==> config.mk <==
export PLATFORM = sky130hd
export DESIGN_NAME = prescaler
export DESIGN_NICKNAME = d
export VERILOG_FILES = /design/src/rtl/prescaler.sv
export SDC_FILE = /design/constraint.sdc
export NUM_CORES = 1
export LEC_CHECK = 0
export CAP_MARGIN = 15
export CELL_PAD_IN_SITES_DETAIL_PLACEMENT = 0
export CELL_PAD_IN_SITES_GLOBAL_PLACEMENT = 2
export CORE_MARGIN = 2
export CORE_UTILIZATION = 37
export DETAILED_ROUTE_END_ITERATION = 10
export GPL_TIMING_DRIVEN = 0
export PLACE_DENSITY = 0.72
export RECOVER_POWER = 50
export SYNTH_ARGS = -nofsm -noshare
export SYNTH_HDL_FRONTEND = slang
export SYNTH_SLANG_ARGS = --single-unit
==> constraint.sdc <==
create_clock -name clk -period 1.6 [get_ports clk]
set_clock_uncertainty 0.05 [all_clocks]
set_input_delay 0.16 -clock clk [delete_from_list [all_inputs] [get_ports clk]]
set_output_delay 0.16 -clock clk [all_outputs]
set_load 0.005 [all_outputs]
==> src/rtl/prescaler.sv <==
// Free-running 2^N clock prescaler.
// Provides a 50% duty divided clock and a one-cycle all-ones tick.
module prescaler #(
  parameter int N = 16
) (
  input  logic clk,
  input  logic reset,
  output logic out,
  output logic tick
);

  logic [N-1:0] r_cnt;

  always_ff @(posedge clk or posedge reset) begin
    if (reset) begin
      r_cnt <= '0;
    end else begin
      r_cnt <= r_cnt + N'(1);
    end
  end

  // Both outputs come straight from registered state.
  assign out  = r_cnt[N-1];
  assign tick = &r_cnt;

endmodule

==> flow_summary.ini <==
[run_status]
outcome = finished with violations
violations = negative setup slack

[power]
p_total_mw = 0.621
p_sw_share_pct = 20.6
p_comb_share_pct = 1.5
p_per_area_nw_per_um2 = 699
pwr-share-seq_pct = 65.0
leakage_nw = 0.454
switchingPower_mw = 0.128
p_int_mw = 0.493
power_frac_clock_pct = 33.4
ir_drop_v = 0.000538

[sta]
fmaxAchievable_mhz = 621
rsz0062_at_grt = yes
finalMaxSlewViolations = 0
hold_viol = 0
relSlewSlack_pct = 59.9
post-route-period-util_pct = 101
fin_crit_ns = 1.61
timing.hold.ws_ns = 0.319
finalSetupViolations = 1
worst_slew_pin_slew_ns = 0.601
timing.final.ws_setup_ns = -0.0106

[grt]
grt_pass1_wl_mm = 2.34
grt_pass1_vias = 499
antenna_found_initial = 0
grt_start_max_net_pins = 17
groute.usage.overall_pct = 15.9
grt_overflow = 0

[clocking]
cts_sinks = 16
cts_tree = yes
clock_latency_ns = 0.29
root_buffer = clkbuf_4
cts_buffer_depth = 2
cts-buffers-inserted = 3
clk_pin_slew_worst_paths_ns = 0.09
htreeDepth = 1

[layout]
nets = 81
layout-drive-gt1-share_pct = 26.3
largest_reg_flops = 16
layout_commonest_cell = dfrtp_1
fill_cells = 165
multi_input_area_um2 = 327
regMostFlops = r_cnt
reg_top3 = r_cnt: 16 flops
final_cell_area_um2 = 888
final_cell_mix = dfrtp_1, xor2_1, buf_4
antenna_cells = 0
instances_no_fill = 101
seq_area_um2 = 400
areaGrowthSynthToFinish_pct = 28.4

[logic_synthesis]
ys_seq_area_share_pct = 57.9
syn_inst = 61
synth-seq-cells = 16
syn_nets = 64
synth_area_leader_cell = dfrtp_1
synth_warnings = 0
ys_top_cells_by_area = dfrtp_1, xor2_1, xnor2_1
syn_area_um2 = 692
synth_cell_types = 14
syn_area_per_cell_um2 = 11.3
synth_top_area_share_pct = 57.9

[route]
drtAntennaViolNets = 0
drtIter0Drc = 6
vias = 491
routed_wl_mm = 1.31
viasPerCell = 4.86
remaining_drc_errors = 0
dr.pass1.iters = 4
wire_per_inst_um = 13.0

[worst_setup_path]
cp_top_family = flip-flops
end_kind = primary output
worstSetupPathType = reg -> out
cp_cell_sequence = ha_4 -> nand4_1 -> buf_4 -> nor2_4 -> and3_1 -> buf_2
required_ns = 1.39
cp-start-kind = flop
critPathMaxFanout = 2
critPathArrivalTime_ns = 1.40
max_stage_delay_ns = 0.40
cp_slowest_cell = dfrtp_1
cp_num_buf_inv = 2

[floorplanning]
die_h_um = 47.2
row_count = 15
die_x_um = 47.2
ios = 4
core_um2 = 1750
die-area_um2 = 2230
start_util_pct = 39.6

[run]
cap_violations = 0

[placement]
hpwl_um = 784
portBuffers = 3
postPlaceCellArea_um2 = 753
gp_congestion = 0.724
placed_cells = 89

[min_path]
hold_path.class = in -> async
[synth_stat cells]
master and count:
and3_1 1, dfrtp_1 16, ha_1 1, inv_1 4
nand2_1 4, nand3_1 5, nand4_1 3, nand4_2 1
nor2_1 5, nor3_1 4, nor4_1 2, nor4_2 1
xnor2_1 4, xor2_1 10
[cells by family after synthesis]
family                   Yosys count  synth area share (%)
AND/OR/NAND/NOR                   26                  20.4
flip-flops                        16                  57.9
XOR/XNOR                          14                  17.7
buffers and inverters              4                  2.17
adder cells (fa/ha/maj)            1                  1.81
[path summary, 6_finish.rpt]
path / start / endpoint / slack, ns / cells after the start
max in group asynchronous: reset / r_cnt[4] / 0.78 / 2
hold reg to reg: r_cnt[14] / r_cnt[14] / 0.43 / 1
hold / removal: reset / r_cnt[14] / 0.32 / 2
min in group clk: r_cnt[14] / r_cnt[14] / 0.43 / 1
setup / recovery: r_cnt[0] / tick / -0.01 / 6
setup reg to reg: r_cnt[0] / r_cnt[14] / 0.10 / 6
[power groups by stage]
stage	Sequential, mW	Combinational [mW]	Clock (mW)
3_5_place_dp	0.412	0.0108	0
3_3_place_gp	0.412	0.0109	0
5_1_grt	0.404	0.0114	0.232
6_report	0.404	0.00949	0.208
4_1_cts	0.404	0.0108	0.214
2_1_floorplan	0.412	0.00610	0
[timing repair]
item,4_1_cts,5_1_grt
pin swaps,8,5
buffers inserted,11,2
setup endpoints to repair,1,4
resized for setup,13,0
hold buffers,0,0
[metal layers]
metal / vias to the layer above / part of all wire (%) / global-route usage [%]
li1: 239 / - / -
met1: 244 / 44 / 19.1
met2: 6 / 51 / 26.2
met3: 2 / 4.0 / 5.77
met4: 0 / 0.99 / 5.00
met5: - / 0 / 0
[layout make-up]
cell class	count	area share, %
Clock buffer	3	2.54
Inverter	4	1.69
Multi-Input combinational cell	41	36.8
Sequential cell	16	45.1
Tap cell	25	3.52
Timing Repair Buffer	12	10.4
[through the flow]
step | util (%) | setup TNS (ns) | worst slack [ns]
floorplan | - | 0 | 0.280
global placement | 43.2 | -0.345 | -0.345
detailed placement | 43.2 | -0.309 | -0.309
CTS | 51.3 | -0.0345 | -0.0345
global route | 50.9 | -0.105 | -0.105
finish | 50.9 | -0.0106 | -0.0106
(Power assumes the default switching activity.)
